[src/rtl/pwm_line_loader_pkg.sv]
`default_nettype none
// ---------------------------------------------------------------------------
// pwm_pkg : shared types and constants for the PWM line loader
// Rev 1.0
// ---------------------------------------------------------------------------
package pwm_pkg;

  typedef enum logic [1:0] {
    IDLE = 2'd0,
    LOAD = 2'd1,
    RUN  = 2'd2
  } state_t;

  localparam int DWIDTH_DEFAULT = 8;
  localparam int STAGE_DEFAULT  = 8;
  localparam int CNT_MAX        = 2**DWIDTH_DEFAULT - 1;

  function automatic int load_cnt_width(input int stage);
    return $clog2(stage + 1);
  endfunction

endpackage
`default_nettype wire

[src/rtl/pwm_line_loader_if.sv]
`default_nettype none
// ---------------------------------------------------------------------------
// pwm_line_loader_if : byte stream in, latched line data / count / hsync out
// Rev 1.0
// ---------------------------------------------------------------------------
interface pwm_line_loader_if #(
  parameter int DWIDTH = 8,
  parameter int STAGE  = 8
) ();
  logic                    start;
  logic [DWIDTH-1:0]       din;
  logic                    din_valid;
  logic                    din_ready;
  logic [STAGE*DWIDTH-1:0] data_q;
  logic [DWIDTH-1:0]       count;
  logic                    hsync;
  logic                    busy;

  modport master (
    output start, din, din_valid,
    input  din_ready, data_q, count, hsync, busy
  );

  modport slave (
    input  start, din, din_valid,
    output din_ready, data_q, count, hsync, busy
  );
endinterface
`default_nettype wire

[src/rtl/pwm_line_loader_global_counter.sv]
`default_nettype none
// ---------------------------------------------------------------------------
// pwm_global_counter : shared PWM count with clear/enable and at_max flag
// Rev 1.0
// ---------------------------------------------------------------------------
module pwm_global_counter #(
  parameter int DWIDTH = 8
) (
  input  logic              clk,
  input  logic              rst,
  input  logic              clear,
  input  logic              enable,
  output logic [DWIDTH-1:0] count,
  output logic              at_max
);

  always_ff @(posedge clk or posedge rst) begin
    if (rst) begin
      count <= '0;
    end else if (clear) begin
      count <= '0;
    end else if (enable) begin
      count <= count + DWIDTH'(1);
    end
  end

  assign at_max = (count == {DWIDTH{1'b1}});

endmodule
`default_nettype wire

[src/rtl/pwm_line_loader.sv]
`default_nettype none
// ---------------------------------------------------------------------------
// pwm_line_loader : shifts STAGE channel values in, latches a PWM line, runs count/hsync
// Optional macro PWM_PRELOAD_EN: accept the next line during RUN for gapless lines.
// Rev 1.0
// ---------------------------------------------------------------------------
module pwm_line_loader
  import pwm_pkg::*;
#(
  parameter int DWIDTH = 8,
  parameter int STAGE  = 8
) (
  input  logic               clk,
  input  logic               rst,
  pwm_line_loader_if.slave   bus
);

  localparam int LCW = load_cnt_width(STAGE);
  localparam logic [LCW-1:0] c_last = LCW'(STAGE - 1);
  localparam logic [LCW-1:0] c_full = LCW'(STAGE);
`ifdef PWM_PRELOAD_EN
  localparam logic c_preload = 1'b1;
`else
  localparam logic c_preload = 1'b0;
`endif

  state_t                  r_state;
  state_t                  w_next;
  logic [STAGE*DWIDTH-1:0] r_shreg;
  logic [STAGE*DWIDTH-1:0] w_shift_next;
  logic [STAGE*DWIDTH-1:0] r_data_q;
  logic [LCW-1:0]          r_load_cnt;
  logic                    r_hsync;
  logic                    w_din_ready;
  logic                    w_transfer;
  logic                    w_load_done;
  logic                    w_full;
  logic                    w_latch;
  logic                    w_busy;
  logic                    w_cnt_clear;
  logic                    w_cnt_en;
  logic                    w_at_max;
  logic [DWIDTH-1:0]       w_count;

  // New byte enters at channel STAGE-1; older bytes move toward channel 0.
  generate
    if (STAGE == 1) begin : g_single
      assign w_shift_next = bus.din;
    end else begin : g_chain
      assign w_shift_next = {bus.din, r_shreg[STAGE*DWIDTH-1:DWIDTH]};
    end
  endgenerate

  assign w_din_ready = (r_state == LOAD) ||
                       (c_preload && (r_state == RUN) && (r_load_cnt != c_full));
  assign w_transfer  = bus.din_valid & w_din_ready;
  assign w_load_done = w_transfer && (r_load_cnt == c_last);
  assign w_full      = (r_load_cnt == c_full);

  always_ff @(posedge clk or posedge rst) begin
    if (rst) begin
      r_state <= IDLE;
    end else begin
      r_state <= w_next;
    end
  end

  always_comb begin
    w_next = r_state;
    case (r_state)
      IDLE: if (bus.start) w_next = LOAD;
      LOAD: if (w_load_done) w_next = RUN;
      RUN: begin
        if (w_at_max) begin
          if (c_preload && (w_full || w_load_done)) begin
            w_next = RUN;
          end else if (c_preload) begin
            w_next = LOAD;
          end else begin
            w_next = IDLE;
          end
        end
      end
      default: w_next = IDLE;
    endcase
  end

  always_comb begin
    w_busy      = 1'b0;
    w_latch     = 1'b0;
    w_cnt_clear = 1'b1;
    w_cnt_en    = 1'b0;
    case (r_state)
      LOAD: begin
        w_busy  = 1'b1;
        w_latch = w_load_done;
      end
      RUN: begin
        w_busy      = 1'b1;
        w_cnt_clear = w_at_max;
        w_cnt_en    = !w_at_max;
        w_latch     = c_preload && w_at_max && (w_full || w_load_done);
      end
      default: ;
    endcase
  end

  always_ff @(posedge clk or posedge rst) begin
    if (rst) begin
      r_shreg    <= '0;
      r_data_q   <= '0;
      r_load_cnt <= '0;
      r_hsync    <= 1'b0;
    end else begin
      r_hsync <= w_latch;
      if (w_transfer) begin
        r_shreg <= w_shift_next;
      end
      if (w_latch) begin
        r_data_q   <= w_load_done ? w_shift_next : r_shreg;
        r_load_cnt <= '0;
      end else if (w_transfer) begin
        r_load_cnt <= r_load_cnt + LCW'(1);
      end
    end
  end

  pwm_global_counter #(
    .DWIDTH (DWIDTH)
  ) u_counter (
    .clk    (clk),
    .rst    (rst),
    .clear  (w_cnt_clear),
    .enable (w_cnt_en),
    .count  (w_count),
    .at_max (w_at_max)
  );

  assign bus.din_ready = w_din_ready;
  assign bus.data_q    = r_data_q;
  assign bus.count     = w_count;
  assign bus.hsync     = r_hsync;
  assign bus.busy      = w_busy;

endmodule
`default_nettype wire

[src/flat_wrapper.sv]
// flat-port wrapper written by rule: the top's interface ports become plain ports
module pwm_line_loader_flat import pwm_pkg::*;
#(
  parameter int DWIDTH = 8,
  parameter int STAGE  = 8
)
  (clk, rst, bus_start, bus_din, bus_din_valid, bus_din_ready, bus_data_q, bus_count, bus_hsync, bus_busy);
  pwm_line_loader_if #(.DWIDTH(DWIDTH), .STAGE(STAGE)) bus_i ();
  input  logic clk;
  input  logic rst;
  input wire logic [$bits(bus_i.start)-1:0] bus_start;
  input wire logic [$bits(bus_i.din)-1:0] bus_din;
  input wire logic [$bits(bus_i.din_valid)-1:0] bus_din_valid;
  output wire logic [$bits(bus_i.din_ready)-1:0] bus_din_ready;
  output wire logic [$bits(bus_i.data_q)-1:0] bus_data_q;
  output wire logic [$bits(bus_i.count)-1:0] bus_count;
  output wire logic [$bits(bus_i.hsync)-1:0] bus_hsync;
  output wire logic [$bits(bus_i.busy)-1:0] bus_busy;
  assign bus_i.start = bus_start;
  assign bus_i.din = bus_din;
  assign bus_i.din_valid = bus_din_valid;
  assign bus_din_ready = bus_i.din_ready;
  assign bus_data_q = bus_i.data_q;
  assign bus_count = bus_i.count;
  assign bus_hsync = bus_i.hsync;
  assign bus_busy = bus_i.busy;
  pwm_line_loader #(.DWIDTH(DWIDTH), .STAGE(STAGE)) u_core (.clk(clk), .rst(rst), .bus(bus_i));
endmodule
[config.mk]
export PLATFORM = sky130hd
export DESIGN_NAME = pwm_line_loader_flat
export DESIGN_NICKNAME = d
export VERILOG_FILES = /design/src/rtl/pwm_line_loader_pkg.sv /design/src/rtl/pwm_line_loader_if.sv /design/src/rtl/pwm_line_loader_global_counter.sv /design/src/rtl/pwm_line_loader.sv /design/src/flat_wrapper.sv
export SDC_FILE = /design/constraint.sdc
export NUM_CORES = 1
export LEC_CHECK = 0
export CAP_MARGIN = 20
export CORE_MARGIN = 4
export CORE_UTILIZATION = 50
export DETAILED_ROUTE_END_ITERATION = 6
export GPL_ROUTABILITY_DRIVEN = 0
export HOLD_SLACK_MARGIN = 0.05
export MAX_ROUTING_LAYER = met4
export PLACE_DENSITY = 0.72
export SYNTH_ARGS = -nofsm -noshare
export SYNTH_HDL_FRONTEND = slang
export SYNTH_SLANG_ARGS = --single-unit
[constraint.sdc]
create_clock -name clk -period 8.55 [get_ports clk]
set_input_delay 0.855 -clock clk [delete_from_list [all_inputs] [get_ports clk]]
set_output_delay 0.855 -clock clk [all_outputs]
set_load 0.05 [all_outputs]
-- Yosys cells after proc, flatten, opt, wreduce, memory -nomap -nowiden
Cells that the tools add are included.
- bitwise gates (word level): 1
- reduce and logical (&&, ||, !) cells: 7
- add/subtract/negate cells: 2
- multiplexer cells: 13
- equal/unequal tests: 7
- operator list (cell ; number):
    $mux 64 ; 1
    $mux 8 ; 2
    $add 8x1->8 const B ; 1
    $eq 8x8->1 const B ; 1
    $mux 4 ; 2
    $mux 2 ; 3
    $pmux 2 s3 ; 1
    $add 4x1->4 const B ; 1
    $eq 4x3->1 const B ; 1
    $mux 1 ; 4
    $ne 2x2->1 const B ; 2
    $reduce_bool 2->1 ; 2
    $reduce_and 3->1 ; 1
    $eq 2x1->1 const B ; 1
    $eq 2x2->1 const B ; 1
    $logic_not 2->1 ; 1
    $ne 2x1->1 const B ; 1
    $reduce_or 2->1 ; 1
    $and 1x1->1 ; 1
    $logic_and 1x1->1 ; 1
    $logic_not 1->1 ; 1
- flip-flop bits (word level): 143
- logic and storage cells: 36
- output and inout port bits: 75
- bits of input ports: 12

-- Depth between registers and ports, before layout
Gate-level depths: netlist of the first run.
- word-level depth: 5
- depth in mapped cells: 7
- mapped depth without buffers: 6

-- By module
A second synthesis of the first run with hierarchy kept.
- cell total of the unflattened synthesis: 329
- area total of the unflattened synthesis: 5246.3 um^2
- modules (own cells, without submodules) (module ; cells an instance ; instances ; seq. area each (um^2) ; area each (um^2)):
    pwm_line_loader ; 289 ; 1 ; 3178.0 ; 4854.7
    pwm_global_counter ; 40 ; 1 ; 200.2 ; 391.6

-- Least setup slack after synthesis of the first run
No wires, ideal clock.
- kind: register to register
- from: register u_core.r_state[1]
- to: register u_core.r_data_q[10] (netlist: u_core.bus.data_q[10])
- period minus slack after synthesis: 2212 ps
- data arrival time: 2084 ps
- path slack: 6338 ps
- path buffers: 2
- data required time: 8423 ps
- stages on the path, launching flop included: 8
- setup time: 127 ps
- cells stage by stage: dfrtp_1 inv_1 ha_1 nand3_1 nor3b_2 buf_4 buf_6 mux2_1
- cells in the longest elaborated chain, start to end: 4
- elaborated cells between the ends (all ways): 5
- classes of those cells: 1 x eq/ne; 2 x mux; 1 x bitwise; 1 x reduce/logical
- ends and longest elaborated chain (what ; line ; text):
    start: declaration ; pwm_line_loader.sv:27 ; state_t r_state;
    start signal: assignment ; pwm_line_loader.sv:64 ; r_state <= w_next;
    $eq 2x1->1 * ; pwm_line_loader.sv:54 ; assign w_din_ready = (r_state == LOAD) ||
    named net bus_din_ready ; flat_wrapper.sv:14 ; output wire logic [$bits(bus_i.din_ready)-1:0] bus_din_ready;
    $and 1x1->1 ; pwm_line_loader.sv:56 ; assign w_transfer = bus.din_valid & w_din_ready;
    $logic_and 1x1->1 ; pwm_line_loader.sv:57 ; assign w_load_done = w_transfer && (r_load_cnt == c_last);
    $mux 64 or $mux 1 (tied branches) ; pwm_line_loader.sv:120, pwm_line_loader.sv:93 ;
    end signal: assignment ; pwm_line_loader.sv:120 ; r_data_q <= w_load_done ? w_shift_next : r_shreg;
    end: declaration ; pwm_line_loader.sv:31 ; logic [STAGE*DWIDTH-1:0] r_data_q;
The timed path passes the listed nets; every way through them passes the cells marked *.
A chain may end at the register's enable or synchronous reset.

-- Final worst setup path of the first run
- from: register u_core.r_state[1]
- to: output bus_din_ready
- cells in the longest elaborated chain, start to end: 1
- ends and longest elaborated chain (what ; line):
    $eq 2x1->1 ; pwm_line_loader.sv:54
    end: declaration ; flat_wrapper.sv:14
No other way between the ends.

==> parameters.txt, run 1 <==
Parameter                              Value

Floorplanning
  Height of the die ... 110 µm
  Die extent in x ... 110 µm
  Overall die area ... 0.0121 mm²
  Placement row count ... 36
  Initial Util ... 52.2%
  IO Pins ... 87
  Core Box Area ... 0.00995 mm²

Setup path
  Type of the setup path with the least slack ... reg2out
  Worst-path fanout max ... 5
  End of the worst register-to-register path ... u_core.bus.data_q[47]
  Worst-path cell with the longest stage delay ... clkdlybuf4s50_1
  Cell count of the worst reg-to-reg path ... 6
  Data arrival time at the worst-slack endpoint ... 2.10 ns
  Worst setup slack for register-to-register paths ... 6.12 ns
  Worst path cell trace ... inv_1 > ha_1 > clkdlybuf4s50_1
  CP max stage delay ... 0.84 ns
  Reg-to-reg startpoint ... u_core.r_state[1]
  Type of destination of the critical path ... output port
  Worst EP required ... 7.70 ns
  CP Launch Point ... u_core.r_state[1]
  Critical path startpoint category ... register

Timing
  Worst slew margin relative to its limit ... 40.1%
  Fin. Hold Viols ... 0
  Setup TNS after final layout ... 0 ns
  Total of endpoints with negative setup slack in the final report ... 0
  Unrepaired setup endpoints after global routing ... false
  Final cycle utilization of the critical path ... 34.5%
  Period minus WS final ... 2.95 ns
  Number of pins exceeding their max-slew limit in the final report ... 0
  Setup skew after layout ... 0.0207 ns
  Max Fclk ... 339 MHz
  Final critical-path setup slack ... 5.60 ns
  Actual slew at the worst max-slew pin ... 0.898 ns

Synthesis
  Largest area contributor in the synthesized netlist ... dfrtp_1
  Share of async-settable or async-resettable flops after synthesis ... 100%
  Post-synth net total ... 342
  Post-Synthesis Cell Area ... 0.00519 mm²
  Sequential area share after synthesis ... 65.1%
  Distinct cells, synth ... 27
  Area fraction of the dominant cell type after synthesis ... 65.1%
  Main synth FF type ... dfrtp_1
  Cell count after synthesis ... 324
  Post-synthesis area per instance ... 16.0 µm²
  EDFF count, synth ... 0
  Synth top cells by count ... 135 x dfrtp_1, 82 x mux2_2, 40 x mux2_1
  Yosys warnings ... 0
  #FFs+latches synth ... 135
  Ranking of synthesized cells by area ... dfrtp_1 65%, mux2_2 18%, mux2_1 8.7%, ha_1 1.4%, buf_2 0.87%
  Most frequent cell after synthesis ... dfrtp_1

CTS
  Setup fix buffers added after clock tree synthesis ... 0
  Clock tree from TritonCTS ... done
  Number of CTS-inserted buffers ... 17
  CTS Buffer Depth ... 2
  Number of resized instances in the post-cts repair step ... 0
  TritonCTS Sinks ... 135
  CTS HTree Levels ... 4
  Clock input transition at the sequential cells of the worst setup and hold paths ... 0.06 ns
  Count of hold-fix buffers inserted at cts ... 0
  Worst-skew pair later-pin latency ... 0.50 ns
  Cell chosen for the clock root ... clkbuf_8

Power and ir drop
  Reported net switching power ... 0.956 mW
  Maximum vdd ir drop ... 229 µV
  Power density normalized to cell area ... 395 mW/mm²
  Sequential group share of total power ... 38.5%
  Share of total power in the clock network ... 26.8%
  Cell Int Power ... 1.72 mW
  Proportion of total power due to net switching ... 35.7%
  Part of the power in combinational logic ... 34.7%
  P_leak ... 3.16 nW

GRT
  Initial antenna violation count ... 0
  Vias in the first global route ... 3006
  Total global-route track usage ... 17.1%
  Pin count of the biggest net entering global routing ... 85
  First-pass GRT wire length ... 15300 µm
  Global-route congestion overflow total ... 0

Route
  Final WL ... 9050 µm
  Detailed Routing Iterations Pass 1 ... 4
  Number of vias per cell ... 5.06
  DRC violations left ... 0
  Iter 0 DRT Violations ... 99
  Number of antenna-violating nets in the routed design ... 0
  Post-detailed-route wirelength per cell ... 16.0 µm
  Total number of vias ... 2852

Cells and area
  Design area ... 0.00678 mm²
  Area added between synthesis and finish ... 30.6%
  Layout net count ... 437
  Fraction of layout cells with a size suffix above 1 ... 27.8%
  Number of diodes ... 0
  Filler cells ... 723
  Final cell utilization of the core ... 68.1%

Run
  Reported max-cap violation count ... 0

Hold path
  WHS Endpoint ... u_core.bus.data_q[29]
  Kind of path behind the tightest hold check ... reg2reg
  Hold_sp ... u_core.bus.data_q[29]
  Hold Path Cell Cnt ... 1

Place
  HPWL after DPL ... 5580 µm
  Post-detailed-placement cell area ... 0.00616 mm²
  Pre-CTS worst setup slack ... 5.52 ns
  Count of port buffers added during placement ... 86

Outcome
  Run status ... finished, final reports clean
-- cell type report --
type	instances	area [µm²]	area share, %
clock buffer	20	445	6.57
tap	133	166	2.45
sequential	135	3380	49.8
multi-input combinational	170	1710	25.2
clock inverter	11	149	2.20
timing repair buffer	90	911	13.4
inverter	5	23.8	0.351
-- worst max path at each step --
stage	to	slack (ns)	cells after the start
2_1_floorplan	u_core.bus.data_q[0]	4.08	1
3_3_place_gp	u_core.bus.data_q[5]	5.55	5
3_5_place_dp	u_core.bus.data_q[56]	5.52	5
4_1_cts	bus_din_ready	5.57	3
5_1_grt	bus_din_ready	5.50	3
6_report	bus_din_ready	5.60	3
-- state kept, by name, indices dropped and copies added, names as in the netlist --
signal / cells
u_core.bus.data_q: 64
u_core.r_shreg: 56
u_core.u_counter.count: 8
u_core.r_state: 2
u_core.r_load_cnt: 4
u_core.bus.hsync: 1
-- cells in the final DEF (no fill, tap or decap), drive strengths merged --
master,instances
ha,6
xor2,2
a31oi,1
dfrtp,135
bufinv,3
a21o,1
or3,1
nor2,5
xnor2,4
nor3b,1
or4,1
nand3,7
clkbuf,20
a21oi,3
clkinvlp,3
clkinv,4
nand4,1
nand2,5
buf,4
nor3,2
and2,2
mux2,122
nand2b,1
inv,6
nand4b,1
nor2b,1
o21ai,3
clkdlybuf4s50,86
-- worst max-delay path: cells and delay by family (launching register included) --
family | cells | cell delay, ns
buf+inv | 2 | 0.95
fa+ha+maj | 1 | 0.26
flops | 1 | 0.40
-- through the flow --
| step | total power, mW | cells | hold slack, ns |
|---|---|---|---|
| after floorplan | 1.67 | 324 | 0.474 |
| after global placement | 1.95 | 532 | 0.467 |
| after detailed placement | 1.98 | 532 | 0.475 |
| after CTS | 2.71 | 563 | 0.488 |
| after global routing | 2.82 | 564 | 0.500 |
| final | 2.68 | 564 | 0.482 |
-- power by group through the flow --
stage | Combinational [mW] | Clock, mW | Sequential (mW)
finish | 0.929 | 0.718 | 1.03
global route | 0.985 | 0.768 | 1.07
CTS | 0.939 | 0.733 | 1.04
detailed placement | 0.933 | 0 | 1.04
global placement | 0.915 | 0 | 1.03
floorplan | 0.348 | 0 | 1.32
-- routing by layer --
| metal | up-vias | part of all wire, % | GRT usage, % |
|---|---|---|---|
| met5 | - | 0 | - |
| met1 | 1457 | 47 | 22.8 |
| li1 | 1326 | - | - |
| met3 | 5 | 5.9 | 6.64 |
| met2 | 64 | 47 | 24.5 |
| met4 | 0 | 0.56 | 4.81 |
-- cells by family after synthesis --
kind of cell / synth area share [%]
xor+xnor: 1.01
fa+ha+maj: 1.45
compound gates: 0.916
buf+inv: 2.24
simple gates: 2.87
mux: 26.5
flops: 65.1
No activity file was read; power rests on OpenSTA's default activity.
==> run 2: changes to the inputs <==
Settings changed: CORE_UTILIZATION 50 to 47, PLACE_DENSITY 0.72 to 0.71.
Clock period 8.55 ns to 2.5 ns, I/O delays scaled along.
==> parameters.txt, run 2 (synthesis gave the netlist of run 1 again) <==
Parameter                              Value

Timing
  Setup skew after layout ... 0.0113 ns
  Period minus WS final ... 2.35 ns
  Total of endpoints with negative setup slack in the final report ... 0
  Fin. Hold Viols ... 0
  Setup TNS after final layout ... 0 ns
  Final cycle utilization of the critical path ... 93.8%
  Final critical-path setup slack ... 0.155 ns
  Max Fclk ... 426 MHz
  Actual slew at the worst max-slew pin ... 0.681 ns
  Number of pins exceeding their max-slew limit in the final report ... 0
  Unrepaired setup endpoints after global routing ... false
  Worst slew margin relative to its limit ... 54.6%

Setup path
  Critical path startpoint category ... register
  Worst-path fanout max ... 5
  Type of destination of the critical path ... output port
  Worst EP required ... 2.25 ns
  Type of the setup path with the least slack ... reg2out
  Data arrival time at the worst-slack endpoint ... 2.10 ns

GRT
  Met1 capacity usage during global routing ... 20.0%
  Met2 track demand over resource in global routing ... 21.0%
  First-pass GRT wire length ... 14900 µm
  Most used routing layer in global routing ... met2
  Initial antenna violation count ... 0
  Global-route congestion overflow total ... 0
  Met3 Use GR ... 6.74%
  Vias in the first global route ... 3041
  Pin count of the biggest net entering global routing ... 136
  Total global-route track usage ... 15.4%

Cells and area
  Number of diodes ... 0
  Final instance count without filler cells ... 570
  Most common cell after layout, fill and taps aside ... dfrtp_1
  Design area ... 0.00675 mm²
  Fraction of layout cells with a size suffix above 1 ... 27.4%
  Final cell utilization of the core ... 62.3%
  Largest register FFs ... 64
  Highest-count cells in the layout ignoring fill and taps ... 135 x dfrtp_1, 86 x clkdlybuf4s50_1, 82 x mux2_2
  Area added between synthesis and finish ... 30.0%
  Layout net count ... 436

Route
  Number of antenna-violating nets in the routed design ... 0
  DRC violations left ... 0
  Detailed Routing Iterations Pass 1 ... 4
  Post-detailed-route wirelength per cell ... 15.4 µm
  Total number of vias ... 2884
  Final WL ... 8790 µm
  Iter 0 DRT Violations ... 146
  Number of vias per cell ... 5.06

CTS
  Count of hold-fix buffers inserted at cts ... 0
  Cell chosen for the clock root ... clkbuf_8
  Clock tree from TritonCTS ... done
  Number of resized instances in the post-cts repair step ... 0
  Number of CTS-inserted buffers ... 17
  Setup fix buffers added after clock tree synthesis ... 0
  Worst-skew pair later-pin latency ... 0.51 ns
  Clock input transition at the sequential cells of the worst setup and hold paths ... 0.06 ns
  TritonCTS Sinks ... 135
  CTS HTree Levels ... 4
  CTS Buffer Depth ... 2

Floorplanning
  Height of the die ... 113 µm
  Placement row count ... 38
  IO Pins ... 87
  Overall die area ... 0.0128 mm²
  Initial Util ... 47.9%
  Core Box Area ... 0.0108 mm²
  Die extent in x ... 113 µm

Run
  Reported max-cap violation count ... 0

Place
  Count of port buffers added during placement ... 86
  Post-detailed-placement cell area ... 0.00620 mm²
  Pre-CTS worst setup slack ... 0.415 ns
  Post-Place Cells ... 539
  HPWL after DPL ... 5440 µm

Power and ir drop
  Cell Int Power ... 5.75 mW
  P_leak ... 3.13 nW
  Proportion of total power due to net switching ... 36.0%
  Part of the power in combinational logic ... 35.5%
  Share of total power in the clock network ... 25.3%
  Power density normalized to cell area ... 1330 mW/mm²
  Reported net switching power ... 3.23 mW
  Maximum vdd ir drop ... 634 µV
  Sequential group share of total power ... 39.3%

Outcome
  Run status ... finished, final reports clean

Hold path
  Kind of path behind the tightest hold check ... in2async
-- run 2: cell types whose count changed in the layout (fill, tap and decap cells not counted) --
cell        before  now
clkinvlp_4       3    4
inv_6            2    0
buf_16           1    0
bufinv_16        3    1
clkbuf_1         1    2
clkbuf_8         3    5
clkinv_4         2    0
buf_4            3    0
buf_12           0    3
clkinv_2         2    4
-- run 2: power groups by stage --
stage	logic, mW	clock network (mW)	registers [mW]
after floorplan	1.19	0	4.52
after global placement	3.15	0	3.52
after detailed placement	3.21	0	3.57
after CTS	3.23	2.32	3.54
after global routing	3.38	2.42	3.65
final	3.18	2.27	3.53
-- run 2: final timing paths --
path,start,end,slack (ns),depth (start not counted)
worst min register to register,u_core.bus.data_q[9],u_core.bus.data_q[9],0.48,1
worst max-delay path,u_core.r_state[1],bus_din_ready,0.15,3
max in group asynchronous,rst,u_core.r_load_cnt[0],1.72,3
worst min-delay path,rst,u_core.bus.data_q[44],0.30,3
min in group clk,bus_din[7],u_core.bus.data_q[63],0.37,2
worst max register to register,u_core.r_state[1],u_core.bus.data_q[49],0.42,6
-- run 2: critical path, stage by stage (launching register included) --
cell,delay (ns)
dfrtp_1,0.39
inv_1,0.10
ha_1,0.26
clkdlybuf4s50_1,0.84
-- run 2: per-stage QoR --
step	total power, mW	hold WS (ns)
6_report	8.98	0.300
5_1_grt	9.45	0.349
4_1_cts	9.08	0.325
3_5_place_dp	6.78	0.479
3_3_place_gp	6.67	0.468
2_1_floorplan	5.71	0.385
-- run 2: routing by layer --
layer | vias to the layer above | wire, µm
li1 | 1337 | -
met1 | 1459 | 4100
met2 | 78 | 3890
met3 | 10 | 672
met4 | 0 | 121
met5 | - | 0
-- run 2: final cells by class --
cell class	count	area, µm²
fillers	873	4090
flip-flops and latches	135	3380
multi-input cells	170	1710
repair buffers	89	921
clock buffers	23	477
well taps	140	175
clock inverters	8	72.6
inverters	5	22.5
==> run 3: changes to the inputs <==
Settings changed: CORE_MARGIN 4 to 1, RECOVER_POWER set to 100.
==> parameters.txt, run 3 (synthesis gave the netlist of run 1 again) <==
Parameter                              Value

Floorplanning
  Overall die area ... 0.0115 mm²
  IO Pins ... 87
  Height of the die ... 107 µm
  Placement row count ... 38
  Initial Util ... 48.1%
  Die extent in x ... 107 µm
  Core Box Area ... 0.0108 mm²

Setup path
  Worst setup slack for register-to-register paths ... 0.32 ns
  Reg-to-reg startpoint ... u_core.r_state[1]
  CP max stage delay ... 0.83 ns
  Worst-path cell with the longest stage delay ... clkdlybuf4s50_1
  Top cell family by delay on the critical path ... buffers and inverters
  Worst path cell trace ... inv_1 > ha_1 > clkdlybuf4s50_1
  Worst-path fanout max ... 5
  End of the worst register-to-register path ... u_core.bus.data_q[19]
  Count of buffering cells on the critical path with inverters included ... 2
  Type of destination of the critical path ... output port
  Critical path startpoint category ... register
  Worst EP required ... 2.25 ns
  Cell count of the worst reg-to-reg path ... 6
  Data arrival time at the worst-slack endpoint ... 2.09 ns
  Type of the setup path with the least slack ... reg2out
  CP Launch Point ... u_core.r_state[1]
  Path length in cells of the critical path ... 3

Cells and area
  Filler cells ... 853
  Sequential cell area ... 0.00338 mm²
  Most common cell after layout, fill and taps aside ... dfrtp_1
  Highest-count cells in the layout ignoring fill and taps ... 135 x dfrtp_1, 82 x mux2_2, 74 x dlygate4sd3_1
  Total area of multi-input combinational cells ... 0.00169 mm²
  Final instance count without filler cells ... 573
  Fraction of layout cells with a size suffix above 1 ... 27.5%
  Number of diodes ... 0
  Largest register FFs ... 64
  Area added between synthesis and finish ... 30.3%
  Layout net count ... 438

Timing
  Period minus WS final ... 2.34 ns
  Actual slew at the worst max-slew pin ... 1.17 ns
  Fin. Hold Viols ... 0
  Worst slew margin relative to its limit ... 21.8%
  Setup TNS after final layout ... 0 ns
  Final cycle utilization of the critical path ... 93.7%
  Tightest hold margin ... 0.391 ns
  Unrepaired setup endpoints after global routing ... false
  Number of pins exceeding their max-slew limit in the final report ... 0
  Setup skew after layout ... 0.00796 ns
  Max Fclk ... 427 MHz
  Total of endpoints with negative setup slack in the final report ... 0

Place
  Count of port buffers added during placement ... 86
  Post-Place Cells ... 541
  HPWL after DPL ... 5580 µm

Hold path
  Kind of path behind the tightest hold check ... in2reg
  Hold Path Cell Cnt ... 2
  WHS Endpoint ... u_core.bus.data_q[60]
  Hold_sp ... bus_din[4]

GRT
  Initial antenna violation count ... 0
  First-pass GRT wire length ... 14800 µm
  Global-route congestion overflow total ... 0
  Pin count of the biggest net entering global routing ... 67
  Total global-route track usage ... 17.3%
  Vias in the first global route ... 3024

Route
  Number of antenna-violating nets in the routed design ... 0
  Amount of wire on met2 after detailed routing ... 4030 µm
  Detailed Routing Iterations Pass 1 ... 4
  Sum of routed wire segments on met1 ... 4130 µm
  Iter 0 DRT Violations ... 81
  Final WL ... 8620 µm
  Detailed route wirelength on metal3 ... 398 µm
  Top layer reached by signal wires ... met4
  Number of vias per cell ... 5.01
  Post-detailed-route wirelength per cell ... 15.0 µm
  Total number of vias ... 2871
  DRC violations left ... 0

CTS
  Clock input transition at the sequential cells of the worst setup and hold paths ... 0.06 ns
  CTS HTree Levels ... 4
  Setup fix buffers added after clock tree synthesis ... 0
  Number of CTS-inserted buffers ... 17
  Clock tree from TritonCTS ... done
  Count of hold-fix buffers inserted at cts ... 0
  Cell chosen for the clock root ... clkbuf_8
  Number of resized instances in the post-cts repair step ... 0
  CTS Buffer Depth ... 2
  TritonCTS Sinks ... 135
  Worst-skew pair later-pin latency ... 0.50 ns

Outcome
  Run status ... finished, final reports clean

Power and ir drop
  Power density normalized to cell area ... 1310 mW/mm²
  Final Total Pwr ... 8.86 mW
  P_leak ... 3.37 nW
  Maximum vdd ir drop ... 621 µV

Run
  Reported max-cap violation count ... 0
run 3: cell count changes in the layout (fill, tap and decap cells not counted), sizes merged:
cell and change:
clkinv +2, clkinvlp +1, clkbuf -3, buf +1
inv +2, clkdlybuf4s50 -74, dlygate4sd3 +74
run 3: per-stage QoR:
stage / cell area [µm²] / util, % / worst slack [ns]
2_1_floorplan: 5200 / - / 0.288
3_3_place_gp: 6240 / 57.8 / 0.450
3_5_place_dp: 6240 / 57.8 / 0.417
4_1_cts: 6800 / 63.0 / 0.123
5_1_grt: 6770 / 62.7 / 0.0890
6_report: 6770 / 62.7 / 0.156
run 3: worst max-delay path by stage:
stage	endpoint	slack, ns
finish	bus_din_ready	0.16
global route	bus_din_ready	0.09
CTS	bus_din_ready	0.12
detailed placement	u_core.bus.data_q[4]	0.42
global placement	u_core.bus.data_q[51]	0.45
floorplan	u_core.bus.data_q[10]	0.29
run 3: power breakdown:
part / internal, mW / switching, mW
Clock: 1.35 / 0.916
Combinational: 1.24 / 1.84
Sequential: 2.99 / 0.511
Total: 5.59 / 3.27
run 3: layer usage:
| layer | up-vias | GRT usage (%) |
|---|---|---|
| li1 | 1341 | - |
| met1 | 1455 | 23.2 |
| met2 | 70 | 25.6 |
| met3 | 5 | 4.68 |
| met4 | 0 | 5.87 |
| met5 | - | - |
run 3: worst reg2reg max path: cells and delay by family, from the launching register on:
| kind | cells | cell delay (ns) |
|---|---|---|
| adders and majority gates | 1 | 0.25 |
| DFF | 1 | 0.40 |
| and+or+nand+nor | 2 | 0.50 |
| muxes | 1 | 0.46 |
| buffers and inverters | 2 | 0.45 |
run 3: area by class of cell:
type | count | area share (%)
Clock inverter | 13 | 1.81
Clock buffer | 19 | 6.38
Timing Repair Buffer | 91 | 14.0
Sequential cell | 135 | 49.9
Tap cell | 140 | 2.59
Inverter | 5 | 0.296
Multi-Input combinational cell | 170 | 25.0
==> RTL change, RTL diff (settings of run 3) <==
Encoding of `state_t`: now one-hot (3 bits for 3 states).
--- a/src/rtl/pwm_line_loader_pkg.sv
+++ b/src/rtl/pwm_line_loader_pkg.sv
@@ -5,10 +5,10 @@
 // ---------------------------------------------------------------------------
 package pwm_pkg;
 
-  typedef enum logic [1:0] {
-    IDLE = 2'd0,
-    LOAD = 2'd1,
-    RUN  = 2'd2
+  typedef enum logic [2:0] {
+    IDLE = 3'b001,
+    LOAD = 3'b010,
+    RUN  = 3'b100
   } state_t;
 
   localparam int DWIDTH_DEFAULT = 8;
Behaviour: no difference found for any inputs over 10 cycles, from zero or initial values and one cycle with rst high; not proved beyond that.
==> RTL change against run 3 <==
The run now ends with capacitance limit, slew limit left; register-to-register slack got worse by 0.09 ns; utilization decreased by 0.079 points; routed wire length increased by 4.2%; critical path type unchanged; sequential share of layout area increased by 0.23 points; area after synthesis increased by 0.36%; critical endpoint unchanged; final area increased by 0.31%; die area increased by 0.35%; critical path depth increased by 1; hold slack got worse by 0.013 ns; sequential cell count increased by 1; worst setup slack improved by 0.055 ns.
Power is not compared: it rests on default switching activity, and its combinational part moved more than twofold at a synthesized area within 25%.
==> RTL change: results (changes against run 3) <==
[clock_tree]
root_buffer = clkbuf_8
clkLatencyLatePin_ns = 0.51
post_cts_buffers = 0  ; unchanged
cts-htree-levels = 4  ; unchanged
cts_made_buffers = 17  ; unchanged
cts_resized = 0  ; unchanged
clk_path_buf_depth = 2  ; unchanged
clk_transition_reported_paths_ns = 0.06  ; about the same

[power_and_ir_drop]
ir_drop_v = 0.000657
switching_power_uw = 1870
power_leakage_uw = 0.00346

[route]
dr_total_vias = 2922  ; +1.8%
wl_per_cell_um = 15.7  ; +4.3%
drt_iter0_drc = 80  ; -1.2%
first_pass_iters = 4  ; unchanged

[place]
dp_slack_ns = 0.288  ; -0.129 ns
placement.cell_area_um2 = 6220  ; -0.36%
dpl.cell_count = 540  ; -0.18%
io_buffers = 86  ; unchanged
dp_hpwl_um = 5510  ; -1.3%

[synth]
yosysWarnings = 0  ; unchanged
synthTopCellsByArea = dfrtp_1 (65%), mux2_2 (21%), mux2_1 (5.8%)
async_reset_ff_share_pct = 100  ; unchanged
netlist_top_cells_count = dfrtp_1 (135), mux2_2 (95), mux2_1 (27)
yosysSeqAreaShare_pct = 65.3  ; +0.27 points
yosysUniqueCellTypes = 30  ; +11%
synthCells = 327  ; +0.93%
synth_fp_nets = 341  ; -0.29%

[critical_path]
crit_path_max_incr_delay_ns = 0.86  ; +0.03 ns
crit_fanout = 5  ; unchanged
slowest_stage = dlygate4sd3_1
cp_data_arrival_time_ns = 2.04  ; -0.05 ns
path_delay_family = buffers and inverters

[final_layout]
nFillCells = 859  ; +0.70%
diodes = 0  ; unchanged
final_core_util_pct = 62.6  ; -0.079 points
nNetsFinal = 433  ; -1.1%
stdcell_count = 572  ; -0.17%
largest_reg_flops = 64  ; unchanged
drive_gt1_share_pct = 31.0  ; +3.5 points

[sta]
hold_viol = 0  ; unchanged
slew_viol_final = 137  ; +137
worst_pin_slew_ns = 1.76  ; +0.599 ns
skew_ns = 0.0103  ; +0.00230 ns

[flow_run]
drv_cap = 1  ; +1

[global_route]
antenna_found_initial = 0  ; unchanged
grt_pass1_vias = 2996  ; -0.93%
grt_pass1_wl_um = 15200  ; +2.5%
track_usage_pct = 17.9  ; +0.62 points
grt_max_degree = 137  ; +100%

[outcome]
violations = capacitance limit, slew limit
outcome = finished, violations left

[min_path]
hold_class = input port to flop

[RTL change: final cells by class]
cell class	instances	share of cell area, %
flip-flops and latches	136	50.2
clock buffers	20	6.56
repair buffers	90	13.1
clock inverters	12	2.58
multi-input cells	168	24.6
well taps	140	2.58
inverters	6	0.387
[RTL change: metal layers]
| layer | vias to the layer above | routed length (µm) | global-route usage, % |
|---|---|---|---|
| li1 | 1344 | - | - |
| met2 | 74 | 4100 | 24.4 |
| met3 | 10 | 529 | 6.72 |
| met1 | 1494 | 4260 | 24.8 |
| met5 | - | 0 | - |
| met4 | 0 | 88 | 6.16 |
[RTL change: path summary, 6_finish.rpt]
check	start	endpoint	slack, ns	depth (start not counted)
min in group asynchronous	rst	u_core.bus.data_q[49]	0.88	3
min reg2reg	u_core.bus.data_q[18]	u_core.bus.data_q[18]	0.48	1
max reg2reg	u_core.r_state[2]	u_core.r_load_cnt[3]	0.23	4
max	u_core.r_state[2]	bus_din_ready	0.21	4
max in group asynchronous	rst	u_core.r_shreg[32]	0.53	3
min	bus_din[1]	u_core.bus.data_q[57]	0.38	2
[RTL change: power groups by stage]
stage | clock network, µW | registers [µW] | logic, µW
after global placement | 0 | 3030 | 1240
final | 2570 | 3020 | 1210
after CTS | 2630 | 3030 | 1270
after global routing | 2740 | 3090 | 1290
after detailed placement | 0 | 3060 | 1260
after floorplan | 0 | 3240 | 648
[RTL change: cell families (layout without fill, tap and decap cells)]
family / after synthesis / count (layout) / share of synthesized area [%]
flip-flops: 136 / 136 / 65.3
multiplexers: 122 / 122 / 26.4
AND/OR/NAND/NOR: 29 / 29 / 3.27
buffers and inverters: 23 / 128 / 2.66
AO/OA/AOI/OAI: 11 / 11 / 1.22
XOR/XNOR: 4 / 4 / 0.672
adder cells (fa/ha/maj): 2 / 2 / 0.480
